--- src/rtl/fetch_unit_pkg.sv ---
// fetch_unit_pkg
// Shared definitions for the instruction fetch unit: FSM state encoding,
// the MIPS opcodes that steer control flow, and the default reset PC.
package fetch_unit_pkg;

    typedef enum logic [1:0] {
        ST_IDLE  = 2'd0,
        ST_FETCH = 2'd1,
        ST_ISSUE = 2'd2
    } fetch_state_e;

    localparam logic [5:0] OP_J    = 6'd2;
    localparam logic [5:0] OP_JAL  = 6'd3;
    localparam logic [5:0] OP_BEQ  = 6'd4;
    localparam logic [5:0] OP_BNE  = 6'd5;
    localparam logic [5:0] OP_BGTZ = 6'd7;

    localparam logic [31:0] DEFAULT_RESET_PC = 32'h0000_0000;

endpackage

--- src/rtl/npc_calc.sv ---
// npc_calc
// Combinational next-PC selection for the issued instruction.
// Ports:
//   i_pc          address of the issued instruction
//   i_instr       issued instruction word (imm16 / target26 fields)
//   i_branch      BEQ:  taken when i_alu_zero
//   i_branch_ne   BNE:  taken when !i_alu_zero
//   i_branch_gz   BGTZ: taken when i_rs_gtz
//   i_jump        J/JAL: overrides every branch flag
//   i_alu_zero    rs == rt
//   i_rs_gtz      rs > 0 (signed)
//   o_pc_plus4    i_pc + 4, wrapping modulo 2^32
//   o_next_pc     address of the next instruction to fetch
module npc_calc (
    input  logic [31:0] i_pc,
    input  logic [31:0] i_instr,
    input  logic        i_branch,
    input  logic        i_branch_ne,
    input  logic        i_branch_gz,
    input  logic        i_jump,
    input  logic        i_alu_zero,
    input  logic        i_rs_gtz,
    output logic [31:0] o_pc_plus4,
    output logic [31:0] o_next_pc
);

    logic [31:0] w_pc_plus4;
    logic [31:0] w_br_offset;
    logic [31:0] w_br_target;
    logic [31:0] w_jump_target;
    logic        w_taken;

    assign w_pc_plus4    = i_pc + 32'd4;
    // imm16 sign-extended and scaled to a byte offset in one concatenation.
    assign w_br_offset   = {{14{i_instr[15]}}, i_instr[15:0], 2'b00};
    assign w_br_target   = w_pc_plus4 + w_br_offset;
    // Jumps stay inside the 256 MB region of the delay-slot address.
    assign w_jump_target = {w_pc_plus4[31:28], i_instr[25:0], 2'b00};

    assign w_taken = (i_branch    &  i_alu_zero) |
                     (i_branch_ne & ~i_alu_zero) |
                     (i_branch_gz &  i_rs_gtz);

    always_comb begin
        o_next_pc = w_pc_plus4;
        if (i_jump) begin
            o_next_pc = w_jump_target;
        end else if (w_taken) begin
            o_next_pc = w_br_target;
        end
    end

    assign o_pc_plus4 = w_pc_plus4;

endmodule

--- src/rtl/fetch_unit.sv ---
// fetch_unit
// Fetches one instruction at a time from instruction memory, holds it for
// the downstream stage, then selects the next PC from the decoder controls.
// Ports:
//   clk, rst_n            clock, synchronous active-low reset
//   imem_req/imem_addr    read request; address stable while imem_req=1
//   imem_ack/imem_rdata   one-cycle acknowledge carrying the instruction word
//   stall                 downstream not ready; issued instruction is held
//   branch, branch_ne,
//   branch_gz, jump       decoder control flow flags for the issued instruction
//   alu_zero, rs_gtz      comparison results for the issued instruction
//   instr/opcode/funct/pc issued instruction, its fields and its address
//   pc_plus4              pc + 4
//   instr_valid           issued outputs are meaningful
//   fsm_state             current FSM state (fetch_state_e encoding)
//
// Memory handshake: a request is open while imem_req=1 and closes in the
// cycle imem_ack=1 is seen in FETCH; imem_rdata is taken only in that cycle.
// Acks arriving while no request is open are ignored.
// Issue handshake: instr_valid=1 offers the instruction; it is consumed in
// the first cycle with instr_valid=1 and stall=0, and the control inputs are
// sampled in that same cycle.
module fetch_unit
    import fetch_unit_pkg::*;
#(
    parameter logic [31:0] RESET_PC = DEFAULT_RESET_PC
) (
    input  logic        clk,
    input  logic        rst_n,
    output logic        imem_req,
    output logic [31:0] imem_addr,
    input  logic        imem_ack,
    input  logic [31:0] imem_rdata,
    input  logic        stall,
    input  logic        branch,
    input  logic        branch_ne,
    input  logic        branch_gz,
    input  logic        jump,
    input  logic        alu_zero,
    input  logic        rs_gtz,
    output logic [31:0] instr,
    output logic [5:0]  opcode,
    output logic [5:0]  funct,
    output logic [31:0] pc,
    output logic [31:0] pc_plus4,
    output logic        instr_valid,
    output logic [1:0]  fsm_state
);

    localparam logic [31:0] RESET_PC_ALIGNED = {RESET_PC[31:2], 2'b00};

    fetch_state_e r_state;
    logic [31:0]  r_pc;
    logic [31:0]  r_instr;
    logic [31:0]  r_fetch_pc;
    logic         r_req;
    logic         r_valid;

    logic [31:0]  w_next_pc;
    logic [31:0]  w_pc_plus4;

    npc_calc u_npc_calc (
        .i_pc        (r_pc),
        .i_instr     (r_instr),
        .i_branch    (branch),
        .i_branch_ne (branch_ne),
        .i_branch_gz (branch_gz),
        .i_jump      (jump),
        .i_alu_zero  (alu_zero),
        .i_rs_gtz    (rs_gtz),
        .o_pc_plus4  (w_pc_plus4),
        .o_next_pc   (w_next_pc)
    );

    always_ff @(posedge clk) begin
        if (!rst_n) begin
            r_state    <= ST_IDLE;
            r_pc       <= RESET_PC_ALIGNED;
            r_instr    <= 32'd0;
            r_fetch_pc <= RESET_PC_ALIGNED;
            r_req      <= 1'b0;
            r_valid    <= 1'b0;
        end else begin
            case (r_state)
                ST_IDLE: begin
                    // r_fetch_pc already holds the reset PC.
                    r_state <= ST_FETCH;
                    r_req   <= 1'b1;
                end
                ST_FETCH: begin
                    if (imem_ack) begin
                        r_instr <= imem_rdata;
                        r_pc    <= r_fetch_pc;
                        r_req   <= 1'b0;
                        r_valid <= 1'b1;
                        r_state <= ST_ISSUE;
                    end
                end
                ST_ISSUE: begin
                    if (!stall) begin
                        r_fetch_pc <= w_next_pc;
                        r_req      <= 1'b1;
                        r_valid    <= 1'b0;
                        r_state    <= ST_FETCH;
                    end
                end
                default: begin
                    r_state <= ST_IDLE;
                    r_req   <= 1'b0;
                    r_valid <= 1'b0;
                end
            endcase
        end
    end

    assign imem_req    = r_req;
    assign imem_addr   = r_fetch_pc;
    assign instr       = r_instr;
    assign opcode      = r_instr[31:26];
    assign funct       = r_instr[5:0];
    assign pc          = r_pc;
    assign pc_plus4    = w_pc_plus4;
    assign instr_valid = r_valid;
    assign fsm_state   = r_state;

endmodule

--- config.mk ---
export PLATFORM = sky130hd
export DESIGN_NAME = fetch_unit
export DESIGN_NICKNAME = d
export VERILOG_FILES = /design/src/rtl/fetch_unit_pkg.sv /design/src/rtl/npc_calc.sv /design/src/rtl/fetch_unit.sv
export SDC_FILE = /design/constraint.sdc
export NUM_CORES = 1
export LEC_CHECK = 0
export BUFFER_PORTS_ARGS = -buffer_cell sky130_fd_sc_hd__buf_2
export CAP_MARGIN = 20
export CORE_MARGIN = 4
export CORE_UTILIZATION = 47
export DETAILED_ROUTE_END_ITERATION = 10
export PLACE_DENSITY = 0.8
export SYNTH_ARGS = -nofsm -noshare
export SYNTH_HDL_FRONTEND = slang
export SYNTH_HIERARCHICAL = 1
export SYNTH_SLANG_ARGS = --single-unit
--- constraint.sdc ---
create_clock -name clk -period 3.8 [get_ports clk]
set_clock_uncertainty 0.2 [all_clocks]
set_input_delay 0.76 -clock clk [delete_from_list [all_inputs] [get_ports clk]]
set_output_delay 0.76 -clock clk [all_outputs]
set_load 0.01 [all_outputs]
==> impl_metrics.yaml, run 1 <==
pwr:
  clock_power_share_pct: 38.5
  p_per_area_mw_per_mm2: 279
  power_frac_comb_pct: 13.7
  swShare_pct: 28.8
  p_total_mw: 2.28
  switching_power_mw: 0.656
  pwr-share-seq_pct: 47.7
  ir_drop_mv: 0.222
  power_leakage_nw: 3.95
  p_int_mw: 1.62
global_route:
  grt_pass1_vias: 5749
  antenna_found_initial: 0
  grt_use_total_pct: 25.2
  grt_overflow: 0
  grt_max_degree: 83
  grt_pass1_wl_um: 29900
final_layout:
  drive_gt1_share_pct: 33.0
  area_growth_pct: 31.9
  final_common_cell: "buf_2"
  finalNetCount: 1092
  stdcell_area_mm2: 0.00817
  final_cell_mix: "buf_2, nand3_1, nand2_1"
  fin_cells: 1189
  diodes: 0
yosys:
  postSynthAreaPerCell_um2: 7.61
  ys.flop_type: "dfxtp_1"
  ys_seq_area_share_pct: 32.0
  synth_area_mm2: 0.00619
  yosysWarnings: 6
  async_reset_ff_share_pct: 0
  synth_cell_types: 57
  syn_nets: 893
  yosys_register_bits: 99
  syn-instance-count: 814
  synth_edf_count: 0
floorplanning:
  die_x_um: 123
  start_util_pct: 48.5
  die_y_um: 123
  dieArea_mm2: 0.0151
  coreArea_mm2: 0.0128
  ioPinCount: 186
  rows: 41
drt:
  drt_iter0_drc: 797
  dr.pass1.iters: 7
  routed_via_density: 5.57
  via_count: 6624
  remaining_drc_errors: 0
  wire_per_inst_um: 16.8
  routed_wl_um: 20000
  detail-route-antenna-nets: 0
setup_path:
  path_cells: "and3_1 > and3_4 > and2_4 > nand3_4 > nor2_4 > xor2_2 > ha_4 > and3_4 > a311oi_2 > o21ai_1 > a21oi_2 > o211ai_1 > o31ai_2 > mux2i_1 > xor2_1 > nand3_1 > o21ai_1"
  setup.worst_path.end_class: "register"
  critPathMaxFanout: 6
  crit_path_start_kind: "register"
  crit_type: "reg -> reg"
  slowest_stage: "dfxtp_2"
  crit_required_ns: 3.88
  worstRegToRegCells: 17
  crit_arrival_ns: 3.93
  crit_path_max_incr_delay_ns: 0.33
clock_network:
  cts_root_buffer: "clkbuf_16"
  h-tree-depth: 3
  cts_made_buffers: 9
  cts.sinks: 99
  insertion_delay_ns: 0.35
  cts_buffer_depth: 2
  cts_tree: "built"
  path_clk_slew_ns: 0.08
min_path:
  hold_path_depth: 2
  min_path_type: "reg -> reg"
run_status:
  failed_checks: "setup timing"
  status: "finished, violations left"
place:
  gp_congestion: 0.981
  place_inst: 1166
  io_buffers: 185
  hpwl_um: 14800
  place_area_mm2: 0.00760
run:
  maxCapViolCount: 0
timing:
  period_share_pct: 101
  layout_setup_ws_ns: -0.0514
  fmax_ghz: 0.260
  relSlewSlack_pct: 44.0
  rsz0062_at_grt: "true"
  finalSetupViolCount: 1
  post-route-min-period_ns: 3.85
  tightestPinTransition_ns: 0.839
  hold_viol: 0
  finalSetupTns_ns: -0.0514
  maxSlewViolCount: 0
## layer usage
metal  track usage [%]  share of wire [%]  wire length [um]  up-vias
met5                 0                  0                 0        -
met4              7.91                2.0               405        0
met3              5.53                9.3              1860       26
met2              36.4                 44              8760      297
met1              37.0                 45              8940     3037
li1                  -                  -                 -     3264
## flip-flops by register name (all words and copies together) (netlist names)
| signal | cells |
|---|---|
| instr_valid | 1 |
| imem_addr | 32 |
| instr | 32 |
| fsm_state | 2 |
| pc | 32 |
## power groups by stage
stage,combinational [mW],clock (mW),sequential (mW)
floorplan,0.188,0,1.12
global placement,0.300,0,1.11
detailed placement,0.302,0,1.11
CTS,0.303,0.892,1.09
global route,0.344,0.940,1.09
finish,0.314,0.879,1.09
## final cells by class
| cell class | instances | area, um2 |
|---|---|---|
| multi-input cells | 633 | 4130 |
| inverters | 11 | 41.3 |
| flip-flops and latches | 99 | 1990 |
| clock buffers | 9 | 225 |
| clock inverters | 6 | 48.8 |
| fillers | 1077 | 4610 |
| well taps | 172 | 215 |
| repair buffers | 259 | 1510 |
## cell usage after synthesis (3+ instances only)
cell | count | area, um2
a21boi_0 | 3 | 22.5
a21o_1 | 20 | 150
a21oi_1 | 34 | 170
a31oi_1 | 12 | 75.1
and3_1 | 8 | 50.1
buf_1 | 10 | 37.5
buf_2 | 13 | 65.1
buf_4 | 18 | 135
clkbuf_1 | 25 | 93.8
clkbuf_2 | 5 | 25.0
dfxtp_1 | 99 | 1980
ha_1 | 36 | 450
inv_1 | 11 | 41.3
nand2_1 | 114 | 428
nand3_1 | 119 | 596
nand3b_1 | 3 | 22.5
nand4_1 | 11 | 68.8
nor2_1 | 40 | 150
nor2b_1 | 6 | 37.5
nor3_1 | 3 | 15.0
o21a_1 | 7 | 52.6
o21ai_0 | 102 | 510
o21ai_1 | 11 | 55.1
o21bai_1 | 5 | 37.5
o31ai_1 | 3 | 22.5
xnor2_1 | 29 | 254
xor2_1 | 25 | 219
## kinds of logic (layout without fill, tap and decap cells)
kind of cell,after synthesis,in the layout,synth area share (%)
multiplexers,4,4,0.687
adder cells (fa/ha/maj),37,37,7.60
XOR/XNOR,54,54,7.64
flip-flops,99,99,32.0
AND/OR/NAND/NOR,317,317,23.9
AO/OA/AOI/OAI,221,221,21.8
buffers and inverters,82,285,6.43
## what timing repair did
item	CTS	global route
resized for setup	3	47
pin swaps	2	27
setup buffers	1	7
hold buffers	0	0
setup endpoints to repair	1	14
## critical path, delay by kind of cell (launching register included)
kind                       cells  cell delay (ns)
adders and majority gates      1             0.26
AOI/OAI and AO/OA              6             1.12
xor gates and xnor gates       2             0.44
DFF                            1             0.33
and+or+nand+nor                7             1.16
muxes                          1             0.26
## final timing paths
path                                     from             to  slack [ns]
worst min register to register  imem_addr[21]         pc[21]        0.27
worst min-delay path            imem_addr[21]         pc[21]        0.27
worst max register to register          pc[8]  imem_addr[31]       -0.05
worst max-delay path                    pc[8]  imem_addr[31]       -0.05
## through the flow
stage | hold WS, ns | utilization [%] | setup slack, ns
floorplan | 0.289 | - | -0.0411
finish | 0.271 | 63.9 | -0.0514
global placement | 0.256 | 59.5 | 0.0279
detailed placement | 0.264 | 59.5 | -0.111
global route | 0.305 | 63.9 | -0.251
CTS | 0.274 | 61.7 | 0.00295
(Power assumes the default switching activity.)
==> run 2, diff against run 1 <==
==> constraint.sdc (replaced) <==
create_clock -name clk -period 3.8 [get_ports clk]
set_clock_uncertainty 0.2 [all_clocks]
set_input_delay 0.19 -clock clk [delete_from_list [all_inputs] [get_ports clk]]
set_output_delay 0.19 -clock clk [all_outputs]
set_load 0.01 [all_outputs]
==> run 2 against run 1 <==
  * Sequential share of layout area is 1.3 points lower
  * Global-route usage up 2.1 points
  * Critical endpoint unchanged
  * Clock-buffer cell count is 2 higher
  * Non-clock buffer count rose by 34
  * The flow now finishes without violations
  * Register-to-register slack better by 0.11 ns
  * Maximum frequency increased by 3.0%
  * Worst hold slack got worse by 0.0045 ns
==> impl_metrics.yaml, run 2 (synthesized netlist as in run 1, its figures left out) <==
run_status:
  status: "finished clean"
final_layout:
  finalCoreUtilization_pct: 67.5
  finalNetCount: 1126
  n_fill_cell: 1014
  stdcell_area_mm2: 0.00862
  final_common_cell: "buf_2"
  multiInputGateArea_mm2: 0.00423
  fin_cells: 1225
  area_growth_pct: 39.3
  seqCellArea_mm2: 0.00199
  drive_gt1_share_pct: 33.1
  final_cell_mix: "buf_2, nand3_1, nand2_1"
pwr:
  power_leakage_nw: 4.10
  p_total_mw: 2.35
  p_per_area_mw_per_mm2: 273
  ir_drop_mv: 0.181
clock_network:
  insertion_delay_ns: 0.35
  cts_buffer_depth: 2
  cts_tree: "built"
  cts_root_buffer: "clkbuf_16"
  cts_made_buffers: 9
  h-tree-depth: 3
  path_clk_slew_ns: 0.08
  cts.sinks: 99
timing:
  relSlewSlack_pct: 34.4
  post-route-min-period_ns: 3.74
  hold_ws_ns: 0.267
  maxSlewViolCount: 0
  layout_setup_ws_ns: 0.0598
  finalSetupTns_ns: 0
  period_share_pct: 98.4
  tightestPinTransition_ns: 0.984
  finalSetupViolCount: 0
  rsz0062_at_grt: "true"
  fmax_ghz: 0.267
  hold_viol: 0
floorplanning:
  ioPinCount: 186
  rows: 41
  die_y_um: 123
  coreArea_mm2: 0.0128
  die_x_um: 123
  dieArea_mm2: 0.0151
  start_util_pct: 48.5
drt:
  routed_via_density: 5.59
  routed_wl_um: 21600
  wire_per_inst_um: 17.6
  remaining_drc_errors: 0
  dr.pass1.iters: 5
  via_count: 6853
  drt_iter0_drc: 777
  detail-route-antenna-nets: 0
setup_path:
  r2r-start: "pc[7]"
  critPathMaxFanout: 6
  crit_required_ns: 3.89
  setup.worst_path.end_class: "register"
  crit_type: "reg -> reg"
  crit_arrival_ns: 3.83
  crit_path_start_kind: "register"
  crit_start: "pc[7]"
global_route:
  grt_pass1_vias: 6292
  grt_overflow: 0
  grt_use_total_pct: 27.3
  grt_max_degree: 104
  antenna_found_initial: 1
  grt_pass1_wl_um: 32500
place:
  hpwl_um: 15100
  io_buffers: 185
  gp_congestion: 0.978
  dp_slack_ns: -0.0989
  place_area_mm2: 0.00762
  place_inst: 1169
run:
  maxCapViolCount: 0
min_path:
  min_path_type: "reg -> reg"
  min_from: "imem_addr[21]"
==> run 2: changes by cell type in the layout (fill, tap and decap cells not counted), moves of 2 or more <==
| cell | change |
|---|---|
| nor2_2 | +3 |
| dlygate4sd3_1 | +34 |
| ha_1 | -3 |
| xor2_1 | -2 |
| nor2_4 | -2 |
| xor2_2 | +2 |
| ha_2 | +3 |
| nor4_4 | +2 |
==> run 2: metal layers <==
layer	global-route usage [%]	vias up	routed length, um
met2	40.4	353	9580
met5	0	-	0
met3	5.53	56	2000
li1	-	3320	-
met4	10.3	0	716
met1	39.0	3124	9260
==> run 2: final cells by class <==
class	count	area share, %
Multi-Input combinational cell	633	49.1
Sequential cell	99	23.1
Timing Repair Buffer	293	21.4
Clock buffer	11	2.81
Tap cell	172	2.50
Clock inverter	5	0.566
Inverter	11	0.479
Antenna cell	1	0.0290
==> run 2: path summary, 6_finish.rpt <==
kind	slack, ns	endpoint	cells past startpoint
worst max-delay path	0.06	imem_addr[31]	17
worst min-delay path	0.27	pc[21]	2
worst max register to register	0.06	imem_addr[31]	17
worst min register to register	0.27	pc[21]	2
==> run 2: repair_timing <==
item,in CTS,in global routing
pin swaps,2,26
setup buffers,1,4
hold endpoints to repair,34,0
hold buffers,34,0
gates resized for setup,6,56
endpoints found under the setup margin,2,15
==> run 2: worst max-delay path, stage by stage, from the launching register on <==
cell	delay (ns)
dfxtp_2	0.33
and3_4	0.18
and3_4	0.21
and2_4	0.18
nand3_4	0.15
xnor2_4	0.26
ha_4	0.25
a21o_1	0.19
o21bai_4	0.17
a311oi_2	0.27
o21ai_1	0.12
a21oi_2	0.14
o211ai_1	0.15
o31ai_2	0.28
mux2i_1	0.25
xor2_1	0.16
nand3_1	0.08
o21ai_1	0.11
==> run 2: power by group <==
group	switching [mW]	internal (mW)
Sequential	0.0298	1.06
Combinational	0.211	0.142
Clock	0.438	0.472
Total	0.679	1.67
